### src/rtl/uart_pkg.sv
`default_nettype none
// ------------------------------------------------------------------
// uart_pkg : shared UART state encoding and legal oversampling ratios
// Rev 1.0
// ------------------------------------------------------------------
package uart_pkg;

  typedef enum logic [2:0] {
    ST_IDLE   = 3'd0,
    ST_START  = 3'd1,
    ST_DATA   = 3'd2,
    ST_PARITY = 3'd3,
    ST_STOP   = 3'd4
  } uart_state_e;

  localparam logic [5:0] C_PRESCALE_8  = 6'd8;
  localparam logic [5:0] C_PRESCALE_16 = 6'd16;
  localparam logic [5:0] C_PRESCALE_32 = 6'd32;

  // Any ratio other than 16 or 32 falls back to 8.
  function automatic logic [5:0] legal_prescale(input logic [5:0] p);
    if (p == C_PRESCALE_16 || p == C_PRESCALE_32) begin
      return p;
    end
    return C_PRESCALE_8;
  endfunction

endpackage
`default_nettype wire

### src/rtl/uart_rx_sampler.sv
`default_nettype none
// ------------------------------------------------------------------
// uart_rx_sampler : per-bit edge/bit counters and bit decision
// (UART_RX_MAJORITY_VOTE_EN selects 2-of-3 voting). Rev 1.0
// ------------------------------------------------------------------
module uart_rx_sampler #(
  parameter int BIT_CNT_W = 4
) (
  input  logic                 clk,
  input  logic                 rst,
  input  logic                 clear_i,
  input  logic                 count_en_i,
  input  logic                 rx_i,
  input  logic [5:0]           prescale_i,
  output logic [BIT_CNT_W-1:0] bit_cnt_o,
  output logic                 sample_o,
  output logic                 bit_o,
  output logic                 wrap_o
);

  logic [5:0]           edge_cnt_q, edge_cnt_d;
  logic [BIT_CNT_W-1:0] bit_cnt_q, bit_cnt_d;
  logic [5:0]           mid;
  logic [5:0]           last;

  assign mid       = {1'b0, prescale_i[5:1]};
  assign last      = prescale_i - 6'd1;
  assign wrap_o    = count_en_i && (edge_cnt_q == last);
  assign bit_cnt_o = bit_cnt_q;

  always_comb begin
    edge_cnt_d = edge_cnt_q;
    bit_cnt_d  = bit_cnt_q;
    if (clear_i) begin
      edge_cnt_d = '0;
      bit_cnt_d  = '0;
    end else if (count_en_i) begin
      if (edge_cnt_q == last) begin
        edge_cnt_d = '0;
        bit_cnt_d  = bit_cnt_q + 1'b1;
      end else begin
        edge_cnt_d = edge_cnt_q + 6'd1;
      end
    end
  end

  always_ff @(posedge clk or negedge rst) begin
    if (!rst) begin
      edge_cnt_q <= '0;
      bit_cnt_q  <= '0;
    end else begin
      edge_cnt_q <= edge_cnt_d;
      bit_cnt_q  <= bit_cnt_d;
    end
  end

`ifdef UART_RX_MAJORITY_VOTE_EN
  logic [1:0] votes_q;

  // Early votes at M-1 and M; the third vote is the live line at M+1.
  always_ff @(posedge clk or negedge rst) begin
    if (!rst) begin
      votes_q <= '0;
    end else if (count_en_i) begin
      if (edge_cnt_q == mid - 6'd1) votes_q[0] <= rx_i;
      if (edge_cnt_q == mid)        votes_q[1] <= rx_i;
    end
  end

  assign sample_o = count_en_i && (edge_cnt_q == mid + 6'd1);
  assign bit_o    = (votes_q[0] & votes_q[1]) | (votes_q[0] & rx_i) | (votes_q[1] & rx_i);
`else
  assign sample_o = count_en_i && (edge_cnt_q == mid);
  assign bit_o    = rx_i;
`endif

endmodule
`default_nettype wire

### src/rtl/uart_rx.sv
`default_nettype none
// ------------------------------------------------------------------
// uart_rx : oversampling UART receiver with optional parity
// (optional build macro UART_RX_MAJORITY_VOTE_EN). Rev 1.0
// ------------------------------------------------------------------
module uart_rx
  import uart_pkg::*;
#(
  parameter int DATA_WIDTH = 8
) (
  input  logic                  clk,
  input  logic                  rst,
  input  logic                  RX_IN,
  input  logic                  PAR_EN,
  input  logic                  PAR_TYP,
  input  logic [5:0]            Prescale,
  output logic [DATA_WIDTH-1:0] P_DATA,
  output logic                  data_valid,
  output logic                  par_err,
  output logic                  stp_err
);

  localparam int                   BIT_CNT_W     = $clog2(DATA_WIDTH + 4);
  localparam logic [BIT_CNT_W-1:0] LAST_DATA_BIT = BIT_CNT_W'(DATA_WIDTH);

  uart_state_e           state_q;
  logic                  par_en_q;
  logic                  par_typ_q;
  logic [5:0]            prescale_q;
  logic [DATA_WIDTH-1:0] shift_q;
  logic                  par_fail_q;
  logic                  stop_bad_q;
  logic                  rx_prev_q;
  logic [DATA_WIDTH-1:0] p_data_q;
  logic                  data_valid_q;
  logic                  par_err_q;
  logic                  stp_err_q;

  logic                  start_det;
  logic                  count_en;
  logic                  clear;
  logic                  sample;
  logic                  bit_val;
  logic                  wrap;
  logic [BIT_CNT_W-1:0]  bit_cnt;

  // rx_prev_q resets low so a line held low across reset is not taken as a start.
  assign start_det = (state_q == ST_IDLE) && rx_prev_q && !RX_IN;
  assign count_en  = (state_q != ST_IDLE) || start_det;
  assign clear     = ((state_q == ST_START) && sample && bit_val) ||
                     ((state_q == ST_STOP) && wrap);

  uart_rx_sampler #(
    .BIT_CNT_W (BIT_CNT_W)
  ) u_sampler (
    .clk        (clk),
    .rst        (rst),
    .clear_i    (clear),
    .count_en_i (count_en),
    .rx_i       (RX_IN),
    .prescale_i (prescale_q),
    .bit_cnt_o  (bit_cnt),
    .sample_o   (sample),
    .bit_o      (bit_val),
    .wrap_o     (wrap)
  );

  always_ff @(posedge clk or negedge rst) begin
    if (!rst) begin
      state_q      <= ST_IDLE;
      par_en_q     <= 1'b0;
      par_typ_q    <= 1'b0;
      prescale_q   <= C_PRESCALE_8;
      shift_q      <= '0;
      par_fail_q   <= 1'b0;
      stop_bad_q   <= 1'b0;
      rx_prev_q    <= 1'b0;
      p_data_q     <= '0;
      data_valid_q <= 1'b0;
      par_err_q    <= 1'b0;
      stp_err_q    <= 1'b0;
    end else begin
      rx_prev_q    <= RX_IN;
      data_valid_q <= 1'b0;
      par_err_q    <= 1'b0;
      stp_err_q    <= 1'b0;
      case (state_q)
        ST_IDLE: begin
          if (start_det) begin
            state_q    <= ST_START;
            par_en_q   <= PAR_EN;
            par_typ_q  <= PAR_TYP;
            prescale_q <= legal_prescale(Prescale);
            par_fail_q <= 1'b0;
          end
        end
        ST_START: begin
          if (sample && bit_val) begin
            state_q <= ST_IDLE;
          end else if (wrap) begin
            state_q <= ST_DATA;
          end
        end
        ST_DATA: begin
          if (sample) begin
            shift_q <= {bit_val, shift_q[DATA_WIDTH-1:1]};
          end
          if (wrap && (bit_cnt == LAST_DATA_BIT)) begin
            state_q <= par_en_q ? ST_PARITY : ST_STOP;
          end
        end
        ST_PARITY: begin
          if (sample) begin
            par_fail_q <= bit_val != ((^shift_q) ^ par_typ_q);
          end
          if (wrap) begin
            state_q <= ST_STOP;
          end
        end
        ST_STOP: begin
          if (sample) begin
            stop_bad_q <= !bit_val;
          end
          if (wrap) begin
            // Arm the start detector so a start bit right after the stop bit costs no cycle.
            state_q   <= ST_IDLE;
            rx_prev_q <= 1'b1;
            if (stop_bad_q) begin
              stp_err_q <= 1'b1;
            end else if (par_fail_q) begin
              par_err_q <= 1'b1;
            end else begin
              data_valid_q <= 1'b1;
              p_data_q     <= shift_q;
            end
          end
        end
        default: state_q <= ST_IDLE;
      endcase
    end
  end

  assign P_DATA     = p_data_q;
  assign data_valid = data_valid_q;
  assign par_err    = par_err_q;
  assign stp_err    = stp_err_q;

endmodule
`default_nettype wire

### config.mk
export PLATFORM = sky130hd
export DESIGN_NAME = uart_rx
export DESIGN_NICKNAME = d
export VERILOG_FILES = /design/src/rtl/uart_pkg.sv /design/src/rtl/uart_rx_sampler.sv /design/src/rtl/uart_rx.sv
export SDC_FILE = /design/constraint.sdc
export NUM_CORES = 1
export LEC_CHECK = 0
export ABC_AREA = 1
export CAP_MARGIN = 0
export CORE_MARGIN = 3
export CORE_UTILIZATION = 45
export CTS_BUF_LIST = sky130_fd_sc_hd__clkbuf_8
export DETAILED_ROUTE_END_ITERATION = 7
export PLACE_DENSITY_LB_ADDON = 0.05
export SYNTH_ARGS = -nofsm -noshare
export SYNTH_HDL_FRONTEND = slang
export SYNTH_HIERARCHICAL = 1
export SYNTH_SLANG_ARGS = --single-unit
### constraint.sdc
create_clock -name clk -period 3.75 [get_ports clk]
set_clock_uncertainty 0.05 [all_clocks]
set_input_delay 0.75 -clock clk [delete_from_list [all_inputs] [get_ports clk]]
set_output_delay 0.75 -clock clk [all_outputs]
set_load 0.02 [all_outputs]
==> impl_metrics.json, run 1 <==
{
  "cts_resized": 0,
  "drive_above_1_share_pct": 11.2,
  "synth_edf_count": 0,
  "post_cts_buffers": 0,
  "ys.flop_type": "dfrtp_1",
  "min_period_over_period_pct": 86.0,
  "synth_top_area_cell": "dfrtp_1",
  "synth_nets": 336,
  "ys_seq_elements": 43,
  "swShare_pct": 40.6,
  "drc": 0,
  "maxSlewViolCount": 0,
  "clockPowerShare_pct": 21.0,
  "die_area_sq_um": 6340,
  "first_global_vias": 2028,
  "hold_buffers": 0,
  "arrival_ns": 3.41,
  "setup_viol": 0,
  "antenna_cells": 0,
  "path_cells": "clkdlybuf4s50_1 > inv_1 > nand3_2 > nand2_1 > inv_1 > a211oi_1 > o211ai_1 > nor4_1 > buf_4 > nand3_1 > nand2_1 > nor2_1 > inv_1 > nand3_1 > nand2_1",
  "cp_max_fo": 8,
  "leakagePower_nw": 1.41,
  "crit_buf_inv": 5,
  "syn-cell-area_sq_um": 2440,
  "syn_inst": 322,
  "netlist-cell-type-count": 32,
  "holdCritPathClass": "reg2reg",
  "p_comb_share_pct": 40.2,
  "synthTopCellsByArea": "dfrtp_1, nand2_1, inv_1, nand3_1, nor2_1",
  "drt_pass1_iterations": 5,
  "cp.required_ns": 3.93,
  "worst_path_max_delay_cell": "clkdlybuf4s50_1",
  "ant_nets": 0,
  "crit_path_start_kind": "input port",
  "hold_ws_ns": 0.420,
  "clock_path_buffers": 2,
  "routed_wl_um": 4790,
  "setup_slack_ns": 0.523,
  "p_sw_w": 0.000719,
  "cp-end-kind": "register",
  "tightest_slew_ns": 0.935,
  "synth.avg_cell_area_sq_um": 7.58,
  "ir_drop_v": 0.000359,
  "yosysWarnings": 6,
  "drt-wirelength-per-cell_um": 11.4,
  "crit_cells": 15,
  "whs_path_depth": 1,
  "clockRootBuffer": "clkbuf_8",
  "layout.cells.non_filler": 419,
  "cp_top_family": "simple AND/OR/NAND/NOR gates",
  "hpwl_um": 3650,
  "pwr-share-seq_pct": 38.8,
  "h-tree-depth": 2,
  "antenna_found_initial": 0,
  "critical_path_class": "in2reg",
  "cts-buffers-inserted": 5,
  "hold_viol": 0,
  "core-area_sq_um": 5170,
  "async_reset_ff_share_pct": 100,
  "grt-ovfl-total": 0,
  "port_buffers": 21,
  "std_cell_rows": 26,
  "die_h_um": 79.7,
  "layout_commonest_cell": "nand2_1",
  "ioPinCount": 22,
  "place_ws_ns": 0.255,
  "p_int_w": 0.00105,
  "cts_tree": "done",
  "synthToLayoutAreaGrowth_pct": 15.9,
  "die_x_um": 79.7,
  "nNetsFinal": 362,
  "cts_num_sinks": 43,
  "finalPower_w": 0.00177,
  "post-route-min-period_ns": 3.23,
  "cap_violations": 0,
  "initialDrtViolationCount": 97,
  "gr-usage-all-layers_pct": 17.2,
  "max_stage_delay_ns": 0.52,
  "slew_headroom_pct": 37.6,
  "rsz0062_at_grt": "no",
  "dr_total_vias": 2029,
  "seq_area_frac_synth_pct": 44.1,
  "start_util_pct": 47.2,
  "final.setup.tns_ns": 0,
  "layout_common_cells": "nand2_1, inv_1, dfrtp_1",
  "max_freq_mhz": 310,
  "clk_pin_slew_worst_paths_ns": 0.08,
  "routabilityCongestion": 0.864,
  "power_density_nw_per_um2": 626,
  "grt_max_degree": 44,
  "via_per_inst": 4.84,
  "status": "completed",
  "worst_skew_pair.late_latency_ns": 0.30,
  "grt_pass1_wl_um": 8680,
  "netlist.area_leader.share_pct": 43.1,
  "dp_cells": 411,
  "reg2regPathDepth": 14
}
[synthesized netlist by cell type (all sizes together), types with 2 or more instances]
cell type,count
nand2,114
inv,46
dfrtp,42
o21ai,28
nand3,27
nor2,26
nand4,6
nor3,6
xnor2,5
buf,3
ha,3
xor2,3
a21oi,2
o211ai,2
o22ai,2
[power groups by stage]
stage / logic [W] / registers [W] / clock network, W
detailed placement: 0.000711 / 0.000693 / 0
global placement: 0.000711 / 0.000696 / 0
global route: 0.000845 / 0.000703 / 0.000401
finish: 0.000712 / 0.000686 / 0.000372
floorplan: 0.000576 / 0.000663 / 0
CTS: 0.000715 / 0.000684 / 0.000383
[layer usage]
layer | vias to the layer above | wire length (um) | global-route usage [%]
met2 | 30 | 2080 | 28.9
met3 | 6 | 188 | 3.39
met1 | 926 | 2460 | 22.2
li1 | 1067 | - | -
met5 | - | 0 | 0
met4 | 0 | 63 | 5.67
[flip-flops by register name, indices dropped and copies added (netlist names), 3 cells and up]
name / cells
prescale_q: 6
P_DATA: 8
state_q: 3
shift_q: 8
u_sampler/bit_cnt_o: 4
u_sampler/edge_cnt_q: 6
[worst paths after layout]
path	from	slack [ns]	end
max reg2reg	state_q[0]$_DFFE_PN0P_	0.85	u_sampler/bit_cnt_o[2]$_DFFE_PN0P_
max in group asynchronous	rst	2.53	u_sampler/bit_cnt_o[1]$_DFFE_PN0P_
max	RX_IN	0.52	u_sampler/bit_cnt_o[2]$_DFFE_PN0P_
min reg2reg	stop_bad_q$_DFFE_PN0P_	0.42	par_err$_DFF_PN0_
min	stop_bad_q$_DFFE_PN0P_	0.42	par_err$_DFF_PN0_
min in group asynchronous	rst	0.54	data_valid$_DFF_PN0_
[cells by family (layout without fill, tap and decap cells)]
family / after synthesis / count (layout) / synth area share, %
adders and majority gates: 3 / 3 / 1.54
and+or+nand+nor: 182 / 182 / 33.6
xor gates and xnor gates: 8 / 8 / 2.87
buffers and inverters: 49 / 76 / 8.30
DFF: 43 / 43 / 44.1
muxes: 1 / 1 / 0.461
AOI/OAI and AO/OA: 36 / 36 / 9.12
[layout make-up]
class | instances | area [sq um]
inverters | 46 | 173
clock inverters | 2 | 35.0
clock buffers | 6 | 82.6
well taps | 70 | 87.6
fillers | 491 | 2340
repair buffers | 22 | 213
multi-input cells | 230 | 1160
flip-flops and latches | 43 | 1080
[through the flow]
stage	utilization (%)	cell area, sq um
floorplan	-	2440
global placement	52.4	2710
detailed placement	52.4	2710
CTS	54.7	2830
global route	54.7	2830
finish	54.7	2830
[worst reg2reg max path: stages, from the launching register on]
cell and delay (ns):
dfrtp_1 0.47, nor3_4 0.28, nand3_2 0.17, nand2_1 0.23
inv_1 0.09, a211oi_1 0.19, o211ai_1 0.13, nor4_1 0.24
buf_4 0.20, nand3_1 0.07, nand2_1 0.21, nor2_1 0.15
inv_1 0.17, nand3_1 0.10, nand2_1 0.07
Note: power is estimated with default switching activity, not from simulation.
==> run 2, diff against run 1 <==
SLEW_MARGIN = 30   (was default)
==> impl_metrics.json, run 2 (synthesized netlist as in run 1, its figures left out) <==
{
  "num-fill-cells": 509,
  "hold_buffers": 0,
  "seq_area_sq_um": 1080,
  "setup_slack_ns": 0.589,
  "dr_total_vias": 2015,
  "place_ws_ns": 0.256,
  "cts_num_sinks": 43,
  "drc": 0,
  "drt-wirelength-per-cell_um": 11.5,
  "antenna_found_initial": 0,
  "critical_path_class": "in2reg",
  "grt_pass1_wl_um": 8960,
  "layout_commonest_cell": "nand2_1",
  "slew_headroom_pct": 63.7,
  "cts-buffers-inserted": 5,
  "cp.required_ns": 3.93,
  "port_buffers": 21,
  "die_x_um": 79.7,
  "hold_ws_ns": 0.381,
  "max_freq_mhz": 316,
  "layout.cells.non_filler": 419,
  "grt-ovfl-total": 0,
  "clk_pin_slew_worst_paths_ns": 0.08,
  "leakagePower_nw": 1.41,
  "min_period_over_period_pct": 84.3,
  "h-tree-depth": 2,
  "maxSlewViolCount": 0,
  "worst_skew_pair.late_latency_ns": 0.29,
  "status": "completed",
  "routabilityCongestion": 0.864,
  "crit_path_start_kind": "input port",
  "ioPinCount": 22,
  "gr-usage-all-layers_pct": 17.7,
  "grt_max_degree": 44,
  "ant_nets": 0,
  "power_density_nw_per_um2": 624,
  "setup_viol": 0,
  "holdCritPathClass": "in2async",
  "routed_wl_um": 4820,
  "start_util_pct": 47.2,
  "die_area_sq_um": 6340,
  "layout_common_cells": "nand2_1, inv_1, dfrtp_1",
  "clockRootBuffer": "clkbuf_8",
  "die_h_um": 79.7,
  "reg2regPathDepth": 14,
  "first_global_vias": 2053,
  "initialDrtViolationCount": 133,
  "dp_cells": 411,
  "post_cts_buffers": 0,
  "tightest_slew_ns": 0.545,
  "hpwl_um": 3660,
  "ir_drop_v": 0.000386,
  "rsz0062_at_grt": "no",
  "clock_path_buffers": 2,
  "arrival_ns": 3.34,
  "synthToLayoutAreaGrowth_pct": 16.0,
  "cap_violations": 0,
  "via_per_inst": 4.81,
  "cts_resized": 0,
  "reg2reg_slack_ns": 0.94,
  "cp-end-kind": "register",
  "post-route-min-period_ns": 3.16,
  "cp_max_fo": 8,
  "multiInputGateArea_sq_um": 1160,
  "hold_viol": 0,
  "antenna_cells": 0,
  "nNetsFinal": 362,
  "cts_tree": "done",
  "std_cell_rows": 26,
  "final.setup.tns_ns": 0,
  "core-area_sq_um": 5170,
  "drt_pass1_iterations": 4,
  "drive_above_1_share_pct": 11.2
}
-- run 2: final cells by class --
type	instances	area share [%]
clock buffer	6	2.92
clock inverter	2	1.24
inverter	46	6.10
multi-input combinational	230	41.0
sequential	43	38.0
tap	70	3.09
timing repair buffer	22	7.60
-- run 2: critical path: stages --
cell and delay (ns):
clkdlybuf4s50_1 0.52, inv_1 0.14, nand3_2 0.15, nand2_1 0.22, inv_1 0.09, a211oi_1 0.19, o211ai_1 0.12, nor4_1 0.21
buf_4 0.19, nand3_1 0.07, nand2_1 0.21, nor2_1 0.15, inv_1 0.17, nand3_1 0.09, nand2_1 0.07
-- run 2: worst paths after layout --
check | endpoint | startpoint
max | u_sampler/bit_cnt_o[0]$_DFFE_PN0P_ | RX_IN
max reg2reg | u_sampler/bit_cnt_o[0]$_DFFE_PN0P_ | state_q[0]$_DFFE_PN0P_
max in group asynchronous | shift_q[3]$_DFFE_PN0P_ | rst
min | data_valid$_DFF_PN0_ | rst
min in group clk | par_err$_DFF_PN0_ | stop_bad_q$_DFFE_PN0P_
min reg2reg | par_err$_DFF_PN0_ | stop_bad_q$_DFFE_PN0P_
-- run 2: power breakdown --
| part | total, W | internal, W | leakage (nW) | switching [W] |
|---|---|---|---|---|
| logic | 0.000709 | 0.000273 | 0.768 | 0.000436 |
| registers | 0.000687 | 0.000562 | 0.576 | 0.000125 |
| clock network | 0.000371 | 0.000216 | 0.0612 | 0.000155 |
| total | 0.00177 | 0.00105 | 1.41 | 0.000716 |
-- run 2: through the flow --
step / total power [W] / instance area, sq um / util (%)
after floorplan: 0.00124 / 2440 / -
after global placement: 0.00141 / 2710 / 52.4
after detailed placement: 0.00141 / 2710 / 52.5
after CTS: 0.00178 / 2830 / 54.7
after global routing: 0.00196 / 2830 / 54.7
final: 0.00177 / 2830 / 54.7
-- run 2: metal layers --
layer | GRT usage (%) | share of wire, % | vias up
met4 | 4.47 | 1.0 | 0
met5 | 0 | 0 | -
li1 | - | - | 1069
met3 | 3.72 | 4.3 | 5
met2 | 29.3 | 44 | 34
met1 | 23.5 | 51 | 907
==> run 3, diff against run 2 <==
clock period = 3.1 ns   (was 3.75 ns; I/O delays follow)
==> impl_metrics.json, run 3 (synthesized netlist as in run 1, its figures left out) <==
{
  "status": "completed",
  "cp.required_ns": 3.28,
  "port_buffers": 21,
  "setup_viol": 0,
  "grt_max_degree": 44,
  "drc": 0,
  "routabilityCongestion": 0.861,
  "first_global_vias": 1900,
  "setup_slack_ns": 0.328,
  "max_freq_mhz": 361,
  "core-area_sq_um": 5170,
  "hold_viol": 0,
  "path_cells": "clkdlybuf4s50_1 > inv_1 > nand3_2 > nand2_1 > inv_1 > a211oi_1 > o211ai_1 > nor4_1 > nand3_1 > nand2_1 > nor2_1 > inv_1 > nand3_1 > nand2_1",
  "post-route-min-period_ns": 2.77,
  "cts_tree": "done",
  "min_period_over_period_pct": 89.4,
  "critical_path_class": "in2reg",
  "place_ws_ns": 0.0295,
  "tightest_slew_ns": 0.551,
  "drt_pass1_iterations": 4,
  "slew_headroom_pct": 63.3,
  "worst_skew_pair.late_latency_ns": 0.30,
  "hpwl_um": 3620,
  "crit_path_start_kind": "input port",
  "cp_top_family": "simple AND/OR/NAND/NOR gates",
  "cp-end-kind": "register",
  "die_h_um": 79.7,
  "hold_buffers": 0,
  "antenna_found_initial": 0,
  "layout_common_cells": "nand2_1, inv_1, dfrtp_1",
  "drive_above_1_share_pct": 11.9,
  "gr-usage-all-layers_pct": 17.1,
  "synthToLayoutAreaGrowth_pct": 17.8,
  "cts_num_sinks": 43,
  "via_per_inst": 4.81,
  "ir_drop_v": 0.000416,
  "nNetsFinal": 366,
  "crit_buf_inv": 4,
  "drt-wirelength-per-cell_um": 11.5,
  "grt_pass1_wl_um": 8490,
  "max_stage_delay_ns": 0.41,
  "clockRootBuffer": "clkbuf_8",
  "cts_resized": 0,
  "ant_nets": 0,
  "std_cell_rows": 26,
  "place_area_sq_um": 2740,
  "ioPinCount": 22,
  "arrival_ns": 2.95,
  "post_cts_buffers": 0,
  "die_area_sq_um": 6340,
  "post-route-util_pct": 55.6,
  "clock_path_buffers": 2,
  "power_density_nw_per_um2": 773,
  "holdCritPathClass": "in2async",
  "start_util_pct": 47.2,
  "maxSlewViolCount": 0,
  "h-tree-depth": 2,
  "cts-buffers-inserted": 5,
  "clk_pin_slew_worst_paths_ns": 0.08,
  "worst_path_max_delay_cell": "clkdlybuf4s50_1",
  "initialDrtViolationCount": 87,
  "hold_ws_ns": 0.251,
  "leakagePower_nw": 1.43,
  "stdcell_area_sq_um": 2880,
  "grt-ovfl-total": 0,
  "final.setup.tns_ns": 0,
  "routed_wl_um": 4860,
  "cap_violations": 0,
  "cp_max_fo": 7,
  "die_x_um": 79.7,
  "layout_commonest_cell": "nand2_1",
  "rsz0062_at_grt": "no",
  "antenna_cells": 0,
  "dr_total_vias": 2035
}
-- run 3: changes by cell type in the layout (fill, tap and decap cells not counted) --
| cell | change |
|---|---|
| buf_4 | +4 |
| bufinv_16 | +1 |
| clkbuf_8 | -1 |
| clkinv_2 | -1 |
| inv_1 | +1 |
-- run 3: final timing paths --
kind	startpoint	end	slack, ns	depth (start not counted)
worst max-delay path	RX_IN	u_sampler/bit_cnt_o[3]$_DFFE_PN0P_	0.33	14
min in group clk	stop_bad_q$_DFFE_PN0P_	par_err$_DFF_PN0_	0.42	1
max in group asynchronous	rst	u_sampler/bit_cnt_o[1]$_DFFE_PN0P_	2.36	1
worst max register to register	state_q[0]$_DFFE_PN0P_	u_sampler/bit_cnt_o[3]$_DFFE_PN0P_	0.41	13
worst min-delay path	rst	data_valid$_DFF_PN0_	0.25	1
worst min register to register	stop_bad_q$_DFFE_PN0P_	par_err$_DFF_PN0_	0.42	1
-- run 3: where the power goes --
part,internal [W],switching [W]
Combinational,0.000348,0.000540
Sequential,0.000680,0.000146
Clock,0.000319,0.000192
-- run 3: through the flow --
step / power, W / cells
floorplan: 0.00150 / 322
global placement: 0.00172 / 415
detailed placement: 0.00172 / 415
CTS: 0.00224 / 423
global route: 0.00242 / 423
finish: 0.00222 / 423
-- run 3: layer usage --
metal / global-route usage, % / up-vias / share of wire [%]
li1: - / 1082 / -
met1: 22.6 / 916 / 51
met4: 6.19 / 0 / 0.76
met3: 4.63 / 4 / 4.6
met2: 26.9 / 33 / 44
met5: 0 / - / 0
-- run 3: final cells by class --
| cell class | instances | area, sq um |
|---|---|---|
| timing repair buffer | 26 | 245 |
| tap | 70 | 87.6 |
| inverter | 46 | 173 |
| fill | 472 | 2300 |
| clock buffer | 5 | 68.8 |
| multi-input combinational | 230 | 1160 |
| clock inverter | 3 | 63.8 |
| sequential | 43 | 1080 |
